`config.mk`:
```
export PLATFORM = sky130hd
export DESIGN_NAME = mfd_data_lba_gen
export DESIGN_NICKNAME = d
export VERILOG_FILES = /design/src/rtl/mfd_data_lba_gen.sv
export SDC_FILE = /design/constraint.sdc
export NUM_CORES = 1
export LEC_CHECK = 0
export BUFFER_PORTS_ARGS = -buffer_cell sky130_fd_sc_hd__buf_2
export CAP_MARGIN = 30
export CORE_AREA = 4 4 103 105
export CTS_CLUSTER_DIAMETER = 30
export DETAILED_ROUTE_END_ITERATION = 7
export DIE_AREA = 0 0 107 109
export PLACE_DENSITY = 0.75
export SLEW_MARGIN = 5
export SYNTH_ARGS = -nofsm -noshare
export SYNTH_HDL_FRONTEND = slang
export SYNTH_SLANG_ARGS = --single-unit
```
`constraint.sdc`:
```
create_clock -name clk -period 1.8 [get_ports clk]
set_input_delay 0.36 -clock clk [delete_from_list [all_inputs] [get_ports clk]]
set_output_delay 0.36 -clock clk [all_outputs]
set_load 0.01 [all_outputs]
```
`src/rtl/mfd_data_lba_gen.sv`:
```
// -----------------------------------------------------------------------------
// mfd_data_lba_gen
//   Command-to-sector address expander. Takes one command (start LBA plus
//   sector count) and emits one LBA per sector on a valid/ready stream that
//   mfd_data_lba consumes. A command can be aborted mid-stream, and completion
//   is signalled with a one-cycle done pulse.
//
//   Optional feature macro: MFD_LBA_RANGE_CHECK_EN
//     When defined, a command whose last sector would pass MAX_LBA is rejected
//     at acceptance. It emits no beats and raises err together with done.
//     When undefined, err is tied low and the LBA wraps modulo 2^LBA_W.
//
// Parameters
//   LBA_W    width of logical block address
//   CNT_W    width of sector count
//   MAX_LBA  highest legal LBA (only consulted with MFD_LBA_RANGE_CHECK_EN)
//
// Ports
//   clk        single clock, all logic rising-edge
//   rst_n      asynchronous active-low reset
//   cmd_valid  command offered
//   cmd_ready  block can accept a command (combinational, high in IDLE)
//   cmd_lba    start LBA
//   cmd_cnt    sector count (0 = no-op command)
//   abort      terminate current command (only honoured while running)
//   lba_valid  lba_out valid toward mfd_data_lba
//   lba_ready  downstream accepts
//   lba_out    current sector LBA
//   lba_last   current beat is the final sector of the command
//   busy       block is not idle (combinational)
//   done       one-cycle pulse at command completion
//   err        one-cycle range-error pulse, coincident with done
// -----------------------------------------------------------------------------
module mfd_data_lba_gen #(
  parameter int              LBA_W   = 48,
  parameter int              CNT_W   = 16,
  parameter logic [LBA_W-1:0] MAX_LBA = {LBA_W{1'b1}}
) (
  input  logic             clk,
  input  logic             rst_n,
  input  logic             cmd_valid,
  output logic             cmd_ready,
  input  logic [LBA_W-1:0] cmd_lba,
  input  logic [CNT_W-1:0] cmd_cnt,
  input  logic             abort,
  output logic             lba_valid,
  input  logic             lba_ready,
  output logic [LBA_W-1:0] lba_out,
  output logic             lba_last,
  output logic             busy,
  output logic             done,
  output logic             err
);

  typedef enum logic [1:0] {
    IDLE = 2'd0,
    RUN  = 2'd1,
    DONE = 2'd2
  } state_t;

  state_t           state;
  state_t           state_nxt;
  logic [CNT_W-1:0] remaining;
  logic             xfer;
  logic             range_bad;

  assign xfer = lba_valid & lba_ready;

`ifdef MFD_LBA_RANGE_CHECK_EN
  // One extra bit so a command running past the top of the address space
  // shows up as a large end address rather than silently wrapping.
  logic [LBA_W:0] end_lba;

  assign end_lba   = {1'b0, cmd_lba} + (LBA_W+1)'(cmd_cnt) - (LBA_W+1)'(1);
  assign range_bad = (cmd_cnt != '0) && (end_lba > {1'b0, MAX_LBA});
`else
  assign range_bad = 1'b0;
`endif

  // State register
  always_ff @(posedge clk or negedge rst_n) begin
    if (!rst_n) begin
      state <= IDLE;
    end else begin
      state <= state_nxt;
    end
  end

  // Next-state logic. A zero-length or out-of-range command goes straight to
  // DONE so it still produces exactly one done pulse.
  always_comb begin
    state_nxt = state;
    unique case (state)
      IDLE: begin
        if (cmd_valid) begin
          state_nxt = ((cmd_cnt == '0) || range_bad) ? DONE : RUN;
        end
      end
      RUN: begin
        if (abort || (xfer && (remaining == CNT_W'(1)))) begin
          state_nxt = DONE;
        end
      end
      DONE:    state_nxt = IDLE;
      default: state_nxt = IDLE;
    endcase
  end

  // Combinational outputs
  always_comb begin
    cmd_ready = (state == IDLE);
    busy      = (state != IDLE);
  end

  // Registered outputs and datapath. done/err are raised on entry to DONE, so
  // they are high exactly during the single DONE cycle. lba_last looks one
  // beat ahead: after a transfer with two sectors left, the next beat is last.
  always_ff @(posedge clk or negedge rst_n) begin
    if (!rst_n) begin
      lba_valid <= 1'b0;
      lba_out   <= '0;
      lba_last  <= 1'b0;
      done      <= 1'b0;
      err       <= 1'b0;
      remaining <= '0;
    end else begin
      done <= 1'b0;
      err  <= 1'b0;
      unique case (state)
        IDLE: begin
          if (cmd_valid) begin
            lba_out   <= cmd_lba;
            remaining <= cmd_cnt;
            if (state_nxt == DONE) begin
              lba_valid <= 1'b0;
              lba_last  <= 1'b0;
              done      <= 1'b1;
              err       <= range_bad;
            end else begin
              lba_valid <= 1'b1;
              lba_last  <= (cmd_cnt == CNT_W'(1));
            end
          end
        end
        RUN: begin
          if (state_nxt == DONE) begin
            lba_valid <= 1'b0;
            lba_last  <= 1'b0;
            done      <= 1'b1;
            if (xfer) begin
              remaining <= remaining - CNT_W'(1);
            end
          end else if (xfer) begin
            lba_out   <= lba_out + LBA_W'(1);
            remaining <= remaining - CNT_W'(1);
            lba_last  <= (remaining == CNT_W'(2));
          end
        end
        default: begin
        end
      endcase
    end
  end

endmodule

```
# Yosys cells after proc, flatten, opt, wreduce, memory -nomap -nowiden

Cells that the tools add are included.

Flip-flop bits (word level): 69
Output and inout port bits: 54
Word-level logic and storage cells: 52

Add/subtract/negate cells: 2
Eq/ne operators: 10
Mux-type cells: 23
Bitwise gates (word level): 1
Reduce and logical (&&, ||, !) cells: 10

Operators with widths:

| cell                  | count |
|---|---|
| $mux 48               | 3 |
| $pmux 48 s2           | 1 |
| $add 48x1->48 const B | 1 |
| $eq 16x1->1 const B   | 2 |
| $mux 16               | 2 |
| $pmux 16 s2           | 1 |
| $eq 16x2->1 const B   | 1 |
| $logic_not 16->1      | 1 |
| $sub 16x1->16 const B | 1 |
| $mux 1                | 9 |
| $reduce_and 3->1      | 3 |
| $ne 2x2->1 const B    | 4 |
| $mux 2                | 3 |
| $pmux 1 s2            | 3 |
| $pmux 2 s2            | 1 |
| $reduce_and 4->1      | 1 |
| $reduce_bool 2->1     | 2 |
| $ne 3x3->1 const B    | 1 |
| $eq 2x1->1 const B    | 1 |
| $eq 2x2->1 const B    | 1 |
| $logic_not 2->1       | 1 |
| $and 1x1->1           | 1 |
| $logic_and 1x1->1     | 1 |
| $logic_or 1x1->1      | 1 |

# Depth between registers and ports, before layout

Depth in word-level cells: 9
Gate-level depth with buffers: 9
Mapped depth without buffers: 7

# Worst setup path before layout

Ideal clock, no wire load.

Path kind: reg-to-reg
From: reg lba_out[0]
To: reg lba_out[38]
Arrival: 1.972 ns
Setup slack: -0.266 ns
Cell stages (with the launch flop): 8
Path buffers: 1
Cells stage by stage: dfrtp_1 ha_1 and4_1 nand4_1 or3_1 clkbuf_1 o31a_1 a211oi_1

Longest elaborated chain between the ends: 4

RTL lines:

| what                   | RTL line | text |
|---|---|---|
| from (decl)            | 48       | `output logic [LBA_W-1:0] lba_out,` |
| from (signal assigned) | 132      | `lba_out <= cmd_lba;` |
| from (signal assigned) | 154      | `lba_out <= lba_out + LBA_W'(1);` |
| $add 48x1->48          | 154      |  |
| $mux 48                | 153      | `end else if (xfer) begin` |
| $mux 48                | 146      | `if (state_nxt == DONE) begin` |
| $pmux 48 s2            | 129      | `unique case (state)` |

Every way passes these cells. The select of a mux whose other input is x is not followed.
A chain may end at the register's enable or synchronous reset.

# Final worst setup path

From: reg remaining[1]
To: reg lba_out[41]

Longest elaborated chain between the ends: 8

RTL lines:

| what                              | RTL line | text |
|---|---|---|
| from (decl)                       | 63       | `logic [CNT_W-1:0] remaining;` |
| from (signal assigned)            | 133      | `remaining <= cmd_cnt;` |
| from (signal assigned)            | 151      | `remaining <= remaining - CNT_W'(1);` |
| from (signal assigned)            | 155      | `remaining <= remaining - CNT_W'(1);` |
| $eq 16x1->1                       | 100      | `if (abort \|\| (xfer && (remaining == CNT_W'(1)))) begin` |
| $logic_and 1x1->1                 | 100      |  |
| $logic_or 1x1->1                  | 100      |  |
| $mux 2                            | 100      |  |
| $pmux 2 s2                        | 93       | `unique case (state)` |
| $eq 2x2->1                        | 146      |  |
| $ne 2x2->1 (no source line)       | --       |  |
| $reduce_and 4->1 (no source line) | --       |  |

Every way passes these cells.

==> results.sh <==
export IMPL_cap_viol_max_count=0
export IMPL_gp_congestion=0.906
export IMPL_fin_skew_ps=8.98
export IMPL_yosys_warnings=0
export IMPL_cpPeakStageDelay_ps=390
export IMPL_antenna_found_initial=0
export IMPL_die_area_um2=11700
export IMPL_rows=36
export IMPL_post_route_drc_count=0
export IMPL_ctsRootBufferMaster="clkbuf_8"
export IMPL_report_final_hold_viol_count=0
export IMPL_clkTransAtPathRegs_ps=80
export IMPL_slowest_stage="dfrtp_1"
export IMPL_synthToLayoutAreaGrowth_pct=65.5
export IMPL_synth_seq_cells=69
export IMPL_setup_ws_ps=-286
export IMPL_nets=881
export IMPL_htree_num_levels=3
export IMPL_worst_setup_path_start_kind="flop"
export IMPL_layout_drive_gt1_share=0.523
export IMPL_io_buffers=121
export IMPL_ir_drop_v=0.000831
export IMPL_cp_max_fo=7
export IMPL_dp_cells=894
export IMPL_synth_common_cells="dfrtp_1 (69), a21oi_1 (62), nand2_1 (50), nor2_1 (49), clkbuf_1 (29)"
export IMPL_power_mw=12.2
export IMPL_setup_viol=52
export IMPL_post_route_period_util=1.16
export IMPL_clkLatencyLatePin_ps=360
export IMPL_syn_num_nets=632
export IMPL_synthCells=559
export IMPL_ant_nets=0
export IMPL_avgSynthCellArea_um2=8.12
export IMPL_ys_seq_area_frac=0.380
export IMPL_path_cells="inv_2 -> ha_4 -> nor4b_4 -> nand4_1 -> buf_6 -> o21a_4 -> buf_12 -> o21a_1 -> o22a_1"
export IMPL_synth_top_area_frac=0.380
export IMPL_initial_core_util=0.471
export IMPL_cts_tree="yes"
export IMPL_dr_pass1_iters=7
export IMPL_clockBufferDepth=2
export IMPL_cts_inserted_buffers=9
export IMPL_diodes=0
export IMPL_grt_usage=0.297
export IMPL_synthFlopType="dfrtp_1"
export IMPL_synth_area_um2=4540
export IMPL_drv_slew=0
export IMPL_grt_pass1_vias=5639
export IMPL_critPathLaunch="remaining[1]$_DFFE_PN0P_"
export IMPL_yosysMostFrequentCell="dfrtp_1"
export IMPL_power_density_nw_per_um2=1630
export IMPL_synth_edff_count=0
export IMPL_slew_limit_headroom=0.667
export IMPL_synth_cell_types=60
export IMPL_status="complete, but fails checks"
export IMPL_period_needed_ps=2090
export IMPL_fin_util=0.780
export IMPL_fmax_mhz=479
export IMPL_wl_mm=21.1
export IMPL_fillers=631
export IMPL_worst_pin_slew_ps=499
export IMPL_ios=123
export IMPL_dp_hpwl_mm=12.0
export IMPL_min_delay_path_class="in -> async"
export IMPL_violations="setup timing"
export IMPL_p_leak_nw=3.14
export IMPL_rsz0062_at_grt="true"
export IMPL_r2r_start="remaining[1]$_DFFE_PN0P_"
export IMPL_grt_pass1_wl_mm=27.7
export IMPL_route_vias_total=6420
export IMPL_end_kind="flop"
export IMPL_worstPathArrival_ps=2330
export IMPL_synth_top_area_cell="dfrtp_1"
export IMPL_drtIter0Drc=809
export IMPL_dp_slack_ps=-201
export IMPL_core_um2=9640
export IMPL_dieWidth_um=107
export IMPL_cts_sinks=69
export IMPL_vias_per_cell=6.79
export IMPL_path_class="reg -> reg"
export IMPL_fp_dieH_um=109
export IMPL_postSynth_asyncResetShare=1.00
export IMPL_wire_per_inst_um=22.3
export IMPL_grt_overflow=0
export IMPL_synthTopCellsByArea="dfrtp_1 (38%), a21oi_1 (6.8%), nand2_1 (4.1%)"
export IMPL_worstPathRequired_ps=2040
export IMPL_grt_max_degree=70
export IMPL_instances_no_fill=946
path summary, 6_finish.rpt:
kind	cells after the start	slack (ps)	end
max	9	-290	lba_out[41]$_DFFE_PN0P_
min	2	7	lba_out[34]$_DFFE_PN0P_
min in group clk	3	290	lba_out[17]$_DFFE_PN0P_
min reg2reg	1	520	remaining[14]$_DFFE_PN0P_
max in group asynchronous	2	1440	state[0]$_DFF_PN0_
max reg2reg	9	-290	lba_out[41]$_DFFE_PN0P_
cells in the final DEF (no fill, tap or decap), types with 18 or more instances in the layout:
master	instances
buf_4	129
buf_2	121
dfrtp_1	68
nand2_1	47
nor2_1	39
a21oi_1	31
a21oi_2	28
nand4_1	22
o21ai_0	20
nand3_1	18
kinds of logic after synthesis:
kind of cell               count (synthesis)  share of synthesized area
adders and majority gates                  4                     0.0110
DFF                                       69                      0.380
AOI/OAI and AO/OA                        198                      0.282
other                                      1                   0.000826
and+or+nand+nor                          236                      0.279
buffers and inverters                     50                     0.0449
muxes                                      1                    0.00220
worst max-delay path: cells and delay by family (launching register included):
kind	cells	cell delay, ps
adders and majority gates	1	130
and+or+nand+nor	2	420
DFF	1	390
AOI/OAI and AO/OA	3	580
buffers and inverters	3	450
where the power goes:
part           switching, mW  internal (mW)  leakage, nW
Clock                  0.656          0.672       0.0943
Combinational           4.29           3.62         2.25
Sequential             0.713           2.29        0.790
Total                   5.66           6.58         3.14
cell type report:
cell class	instances	area (µm²)	area share
Multi-Input combinational cell	440	3310	0.440
Timing Repair Buffer	281	2090	0.277
Sequential cell	69	1730	0.230
Tap cell	133	166	0.0221
Clock buffer	10	138	0.0183
Clock inverter	6	62.6	0.00832
Inverter	7	28.8	0.00383
flip-flops by register name, summed over array words and instances, names as in the netlist:
| name | flops |
|---|---|
| lba_last | 1 |
| remaining | 16 |
| done | 1 |
| lba_valid | 1 |
| lba_out | 48 |
| state | 2 |
what timing repair did:
item,in CTS,in global routing
hold buffers,0,0
cloned,2,6
setup endpoints to repair,53,61
gates resized for setup,66,100
setup buffers,14,17
pin swaps,22,43
routing by layer:
metal,vias up,wire [µm],track usage
met3,123,2340,0.0367
met1,3044,7750,0.394
met2,571,9860,0.490
met5,-,0,0
met4,0,1140,0.133
li1,2682,-,-
metrics by stage:
stage                     cell area (µm²)  setup TNS, ps  hold WS [ps]
after floorplan                      4600          -1250          64.4
after global placement               6190           -894           417
after detailed placement             6190          -5810           418
after CTS                            6850          -2250          37.2
after global routing                 7520         -13680          45.6
final                                7520          -9560          7.01
No activity file was read; power rests on OpenSTA's default activity.
